$ cat src/rtl/fifo_axis_reader.sv
// Drains a first-word-fall-through FIFO read port into an AXI-Stream master
// through a 2-entry head/skid buffer, with tlast generation and status counters.
//
// state  | meaning
// OCC_0  | buffer empty, tvalid low
// OCC_1  | head holds a word
// OCC_2  | head and skid both hold words, popping stalls
module fifo_axis_reader #(
   parameter int DWIDTH = 32,
   parameter int LEN_W  = 16,
   parameter int CNT_W  = 32
) (
   input  logic              clk,
   input  logic              rst_n,
   input  logic [DWIDTH-1:0] fifo_rd_data,
   input  logic              fifo_rd_empty,
   output logic              fifo_rd_en,
   input  logic [LEN_W-1:0]  pkt_len,
   output logic [DWIDTH-1:0] m_axis_tdata,
   output logic              m_axis_tvalid,
   input  logic              m_axis_tready,
   output logic              m_axis_tlast,
   output logic              busy,
   output logic [CNT_W-1:0]  pkt_cnt,
   output logic [CNT_W-1:0]  word_cnt
);

   typedef enum logic [1:0] {OCC_0, OCC_1, OCC_2} occ_t;

   occ_t              state_q, state_d;
   logic [DWIDTH-1:0] head_data_q, skid_data_q;
   logic              head_last_q, skid_last_q;
   logic [LEN_W-1:0]  beat_q, len_q, len_eff;
   logic              busy_q;
   logic [CNT_W-1:0]  pkt_cnt_q, word_cnt_q;

   logic pop, xfer, new_last, first_pop;
   logic load_head_new, load_head_skid, load_skid_new;

   // Pop is independent of tready: only registered occupancy gates it.
   assign pop  = rst_n & ~fifo_rd_empty & (state_q != OCC_2);
   assign xfer = m_axis_tvalid & m_axis_tready;

   assign len_eff   = (beat_q != '0) ? len_q : ((pkt_len == '0) ? LEN_W'(1) : pkt_len);
   assign new_last  = (beat_q == (len_eff - LEN_W'(1)));
   assign first_pop = pop & (beat_q == '0);

   always_comb begin
      state_d        = state_q;
      load_head_new  = 1'b0;
      load_head_skid = 1'b0;
      load_skid_new  = 1'b0;
      case (state_q)
         OCC_0: begin
            if (pop) begin
               load_head_new = 1'b1;
               state_d       = OCC_1;
            end
         end
         OCC_1: begin
            if (pop && xfer) begin
               load_head_new = 1'b1;
            end else if (pop) begin
               load_skid_new = 1'b1;
               state_d       = OCC_2;
            end else if (xfer) begin
               state_d = OCC_0;
            end
         end
         OCC_2: begin
            if (xfer) begin
               load_head_skid = 1'b1;
               if (pop) begin
                  load_skid_new = 1'b1;
               end else begin
                  state_d = OCC_1;
               end
            end
         end
         default: state_d = OCC_0;
      endcase
   end

   always_ff @(posedge clk) begin
      if (!rst_n) begin
         state_q     <= OCC_0;
         head_data_q <= '0;
         head_last_q <= 1'b0;
         skid_data_q <= '0;
         skid_last_q <= 1'b0;
         beat_q      <= '0;
         len_q       <= '0;
         busy_q      <= 1'b0;
         pkt_cnt_q   <= '0;
         word_cnt_q  <= '0;
      end else begin
         state_q <= state_d;
         if (load_head_new) begin
            head_data_q <= fifo_rd_data;
            head_last_q <= new_last;
         end else if (load_head_skid) begin
            head_data_q <= skid_data_q;
            head_last_q <= skid_last_q;
         end
         if (load_skid_new) begin
            skid_data_q <= fifo_rd_data;
            skid_last_q <= new_last;
         end
         if (pop) begin
            len_q  <= len_eff;
            beat_q <= new_last ? '0 : beat_q + LEN_W'(1);
         end
         // A new packet opening wins over the previous packet's tlast leaving.
         if (first_pop) begin
            busy_q <= 1'b1;
         end else if (xfer && head_last_q) begin
            busy_q <= 1'b0;
         end
         if (xfer) begin
            word_cnt_q <= word_cnt_q + CNT_W'(1);
            if (head_last_q) begin
               pkt_cnt_q <= pkt_cnt_q + CNT_W'(1);
            end
         end
      end
   end

   assign fifo_rd_en    = pop;
   assign m_axis_tvalid = (state_q != OCC_0);
   assign m_axis_tdata  = head_data_q;
   assign m_axis_tlast  = head_last_q;
   assign busy          = busy_q;
   assign pkt_cnt       = pkt_cnt_q;
   assign word_cnt      = word_cnt_q;

endmodule
$ cat config.mk
export PLATFORM = sky130hd
export DESIGN_NAME = fifo_axis_reader
export DESIGN_NICKNAME = d
export VERILOG_FILES = /design/src/rtl/fifo_axis_reader.sv
export SDC_FILE = /design/constraint.sdc
export NUM_CORES = 1
export LEC_CHECK = 0
export CELL_PAD_IN_SITES_DETAIL_PLACEMENT = 1
export CELL_PAD_IN_SITES_GLOBAL_PLACEMENT = 1
export CORE_UTILIZATION = 42
export CTS_CLUSTER_DIAMETER = 100
export DETAILED_ROUTE_END_ITERATION = 8
export GPL_TIMING_DRIVEN = 1
export PLACE_DENSITY = 0.89
export SKIP_LAST_GASP = 1
export SYNTH_ARGS = -nofsm -noshare
export SYNTH_HDL_FRONTEND = slang
export SYNTH_SLANG_ARGS = --single-unit
$ cat constraint.sdc
create_clock -name clk -period 10.8 [get_ports clk]
set_input_delay 1.08 -clock clk [delete_from_list [all_inputs] [get_ports clk]]
set_output_delay 1.08 -clock clk [all_outputs]
set_load 0.02 [all_outputs]
=== Word-level counts from Yosys, hierarchy flattened ===
Cells that the tools add are included.

* Equal/unequal tests: 9
* Reduce and logical (&&, ||, !) cells: 11
* Add/subtract/negate cells: 4
* Mux-type cells: 24
* Bitwise operators: 5

{| class="wikitable"
|+ Operators by type and width
! operator !! count
|-
| adder 32 x 1 -> 32 bit (second input constant) || 2
|-
| two-way mux 32 bit || 2
|-
| two-way mux 16 bit || 3
|-
| logical NOT 16 bit || 2
|-
| adder 16 x 1 -> 16 bit (second input constant) || 1
|-
| equality test 16 bit || 1
|-
| nonzero test 16 bit || 1
|-
| subtractor 16 x 1 -> 16 bit (second input constant) || 1
|-
| two-way mux 2 bit || 6
|-
| two-way mux 1 bit || 10
|-
| != test 2 bit (second input constant) || 5
|-
| one-hot mux 2 bit (3 select lines) || 1
|-
| nonzero test 2 bit || 3
|-
| AND reduction 5 bit || 1
|-
| bitwise AND 1 bit || 4
|-
| one-hot mux 1 bit (2 select lines) || 2
|-
| != test 3 bit (second input constant) || 1
|-
| equality test 2 x 1 -> 1 bit (second input constant) || 1
|-
| equality test 2 bit (second input constant) || 1
|-
| logical AND 1 bit || 2
|-
| logical NOT 2 bit || 1
|-
| AND reduction 2 bit || 1
|-
| NOT 1 bit || 1
|}

* Bits of input ports: 52
* Flip-flop bits (word level): 165
* Logic and storage cells: 63
* Output and inout bits: 100

=== Depth between registers and ports, before layout ===
* Word-level depth: 7
* Mapped depth: 18
* Gate-level depth less buffers: 15

=== Worst setup path after synthesis ===
Ideal clock, no wire load.

* Path type: in2reg
* Start: input pkt_len[6]
* End: register beat_q[6]
* Arrival: 4,591 ps
* Cell stages on the path: 15
* Library setup time: 134 ps
* Path slack: 6,076 ps
* Data required time: 10,666 ps
* Path buffers: 2
* Path through: or4_1 > buf_2 > nor4_4 > a21oi_1 > o21a_1 > ha_1 > nand2b_1 > nor3_1 > mux2i_1 > o21ba_2 > xnor2_1 > or4_4 > nor4_4 > buf_6 > nor3_2

* Longest elaborated chain between the ends: 6

{| class="wikitable"
|+ Ends and longest elaborated chain
! element !! RTL line !! source
|-
| from (decl) || 18 || <nowiki>input logic [LEN_W-1:0] pkt_len,</nowiki>
|-
| logical NOT 16 bit || 44 || <nowiki>assign len_eff = (beat_q != '0) ? len_q : ((pkt_len == '0) ? LEN_W'(1) : pkt_len);</nowiki>
|-
| two-way mux 16 bit (*) (2 in a row) || 44 ||
|-
| subtractor 16 x 1 -> 16 bit (*) || 45 || <nowiki>assign new_last = (beat_q == (len_eff - LEN_W'(1)));</nowiki>
|-
| equality test 16 bit (*) || 45 ||
|-
| two-way mux 16 bit (*) || 111 || <nowiki>beat_q <= new_last ? '0 : beat_q + LEN_W'(1);</nowiki>
|-
| to (signal assigned) || 111 ||
|-
| to (decl) || 33 || <nowiki>logic [LEN_W-1:0] beat_q, len_q, len_eff;</nowiki>
|}

Every way passes the cells marked *; elsewhere a longest branch is shown, timed or not.
A chain may end at the register's enable or synchronous reset.

=== Final worst setup path ===
* Start: input pkt_len[5]
* End: register beat_q[5]

Same word-level chain as after synthesis.

==> metrics.txt <==
clock share of power 0.398; Die Width 142 µm; clock sink total 165; Peak VDD IR 88.1 µV; startpoint types input pin; sequential share of power 0.416; Rows 50; combinational power share 0.186; Layout Area Growth over Synthesis 27.2%; status complete, no violations; die height 142 µm; mapped cell area 8270 µm²; actual slew at the worst max-slew pin 1.06 ns; WL final 25.3 mm; post-synth top area cell dfxtp_1; postcts setup bufs 0; Root Driver clkbuf_16; CP endpoint kind register; Max Fclk 172 MHz; CP max FO 15; H-tree Lvls 4; Seq/Total Area, Yosys 0.400; Detail Route Antenna Nets 0; core box area 19000 µm²; Tmin final 5.83 ns; internal power 1.09 mW; clock slew at reported path FFs 0.07 ns; Post-route DRC 0; Relative slew margins 0.291; layout cells sized above 1 0.0649; first-pass GRT wire length 40.9 mm; CP max stage delay 0.88 ns; GRT Total Usage 0.254; cts bufs inserted 17; Via density 5.55; I/O pin count 152; final-report setup violation count 0; Hold WS 0.469 ns; Cells after Synth 995; PwrDens 148 nW/µm²; Synth top area share 0.400; CTS tree done; Iter 0 DRT Violations 385; RSZ-0062 raised after global routing false; critical path data required time 11.06 ns; syn avg cell area 8.31 µm²; Async S/R FF share, synth 0; post-route cell area 10500 µm²; final max-slew violation count 0; Starting Density 0.435; DP Area 9910 µm²; most frequent cell after synthesis nand2_1; CP max-delay cell nor4_4; critical path, cell by cell clkdlybuf4s50_1, or4_1, nor4_4, a21oi_1, o21a_1, ha_1, nand2b_1, nor3_1, mux2i_1, o21ba_2, xnor2_1, or4_4, nor4_4, nor3_1; via count 7684; Clk Latency, worst-skew pair 0.42 ns; Unique masters post-synth 64; pin count of the biggest net entering global routing 93; # diodes 0; leakage 3.97 nW; dpl hpwl 16.8 mm; Routed wire per std cell 18.3 µm; Final Hold Viols 0; Post-synth EDFFs 0; post-CTS sizing 0; Final TNS setup 0 ns; final net count 1172; CTS Buffer Depth 2; port buffer count 151; critical path arrival 6.08 ns; Sw Ratio 0.304; Setup CP Type in2reg; Die Area 20200 µm²; switching pwr 0.474 mW; antenna violations before repair 1; Tcrit/Tclk final 0.539; cts-stage hold buffer count 0; Synth top cells by count 183 x nand2_1, 165 x dfxtp_1, 93 x nand3_1, 63 x nor2_1, 54 x clkbuf_1; vias in the first global route 7961; grt ovf 0; top cells by area, synth dfxtp_1 40%, nand2_1 8.3%, nand3_1 5.6%; Top FF cell, synth dfxtp_1; Final Skew 0.00944 ns; Yosys warning count 0; DR pass1 iterations 4; #FFs+latches synth 165; worst min path class reg2reg; MaxCap Viol Count 0; gpl congestion 0.868; Mapped Nets 1056
-- critical path: cells and delay by family --
kind | cells | cell delay (ns)
adders and majority gates | 1 | 0.27
buffers and inverters | 1 | 0.48
muxes | 1 | 0.45
and+or+nand+nor | 7 | 3.03
xor gates and xnor gates | 1 | 0.12
AOI/OAI and AO/OA | 3 | 0.64
-- registers in the layout (all words and copies together), names as in the netlist --
name,cells
pkt_cnt,32
busy,1
skid_data_q,32
m_axis_tlast,1
len_q,16
beat_q,16
state_q,2
skid_last_q,1
word_cnt,32
m_axis_tdata,32
-- layout by cell type (no fill, tap or decap), types with 6 or more instances in the layout --
cell type        count
ha_1                 9
xor2_1              34
buf_4                9
o211a_1             33
and4_1              12
xnor2_1             51
and3_1               9
a21oi_1             28
nand2b_1             9
dfxtp_1            165
nand3_1             93
nor3_1              23
nand2_1            182
mux2i_1             15
clkbuf_16           17
a21boi_0            34
or4_1                6
nor2_1              63
nor4_1              12
or3_1               11
clkdlybuf4s50_1    150
o21ai_0             13
nand4_1             19
inv_1               12
and2_1              25
-- cells by family after synthesis --
kind of cell    synth area share
flops                      0.400
buf+inv                   0.0383
mux                       0.0213
compound gates             0.130
fa+ha+maj                 0.0136
simple gates               0.307
xor+xnor                  0.0901
-- per-stage QoR --
| step | std cells | power [mW] | utilization | setup slack, ns |
|---|---|---|---|---|
| after CTS | 1383 | 1.57 | 0.552 | 5.04 |
| after floorplan | 995 | 0.849 | - | 6.08 |
| after global routing | 1384 | 1.62 | 0.553 | 4.74 |
| after global placement | 1351 | 0.936 | 0.521 | 4.86 |
| after detailed placement | 1351 | 0.946 | 0.521 | 4.61 |
| final | 1384 | 1.56 | 0.553 | 4.97 |
-- area by class of cell --
cell class                 instances  area [µm²]
timing repair buffer             161        1590
inverter                          13        48.8
sequential                       165        3300
fill                            2293        8500
tap                              260         325
clock buffer                      18         439
clock inverter                    14         159
multi-input combinational        753        4660
-- routing by layer --
metal,track usage,wire length [µm],vias up
met5,0,0,-
met2,0.450,12500,182
met1,0.313,11400,3781
met4,0.0611,389,0
met3,0.0525,1000,32
li1,-,-,3689
-- path summary, 6_finish.rpt --
| check | startpoint | end | slack, ns | depth (start not counted) |
|---|---|---|---|---|
| worst max-delay path | pkt_len[5] | beat_q[5]$_SDFFE_PN0P_ | 4.97 | 14 |
| worst min-delay path | busy$_SDFFE_PN0P_ | busy$_SDFFE_PN0P_ | 0.47 | 2 |
| worst max register to register | beat_q[0]$_SDFFE_PN0P_ | beat_q[5]$_SDFFE_PN0P_ | 5.86 | 15 |
| worst min register to register | busy$_SDFFE_PN0P_ | busy$_SDFFE_PN0P_ | 0.47 | 2 |
-- power groups by stage --
stage | clock [mW] | combinational [mW] | sequential, mW
after floorplan | 0 | 0.179 | 0.670
after global placement | 0 | 0.275 | 0.661
after detailed placement | 0 | 0.284 | 0.662
after CTS | 0.633 | 0.288 | 0.648
after global routing | 0.658 | 0.313 | 0.651
final | 0.621 | 0.290 | 0.649
No activity file was read; power rests on OpenSTA's default activity.
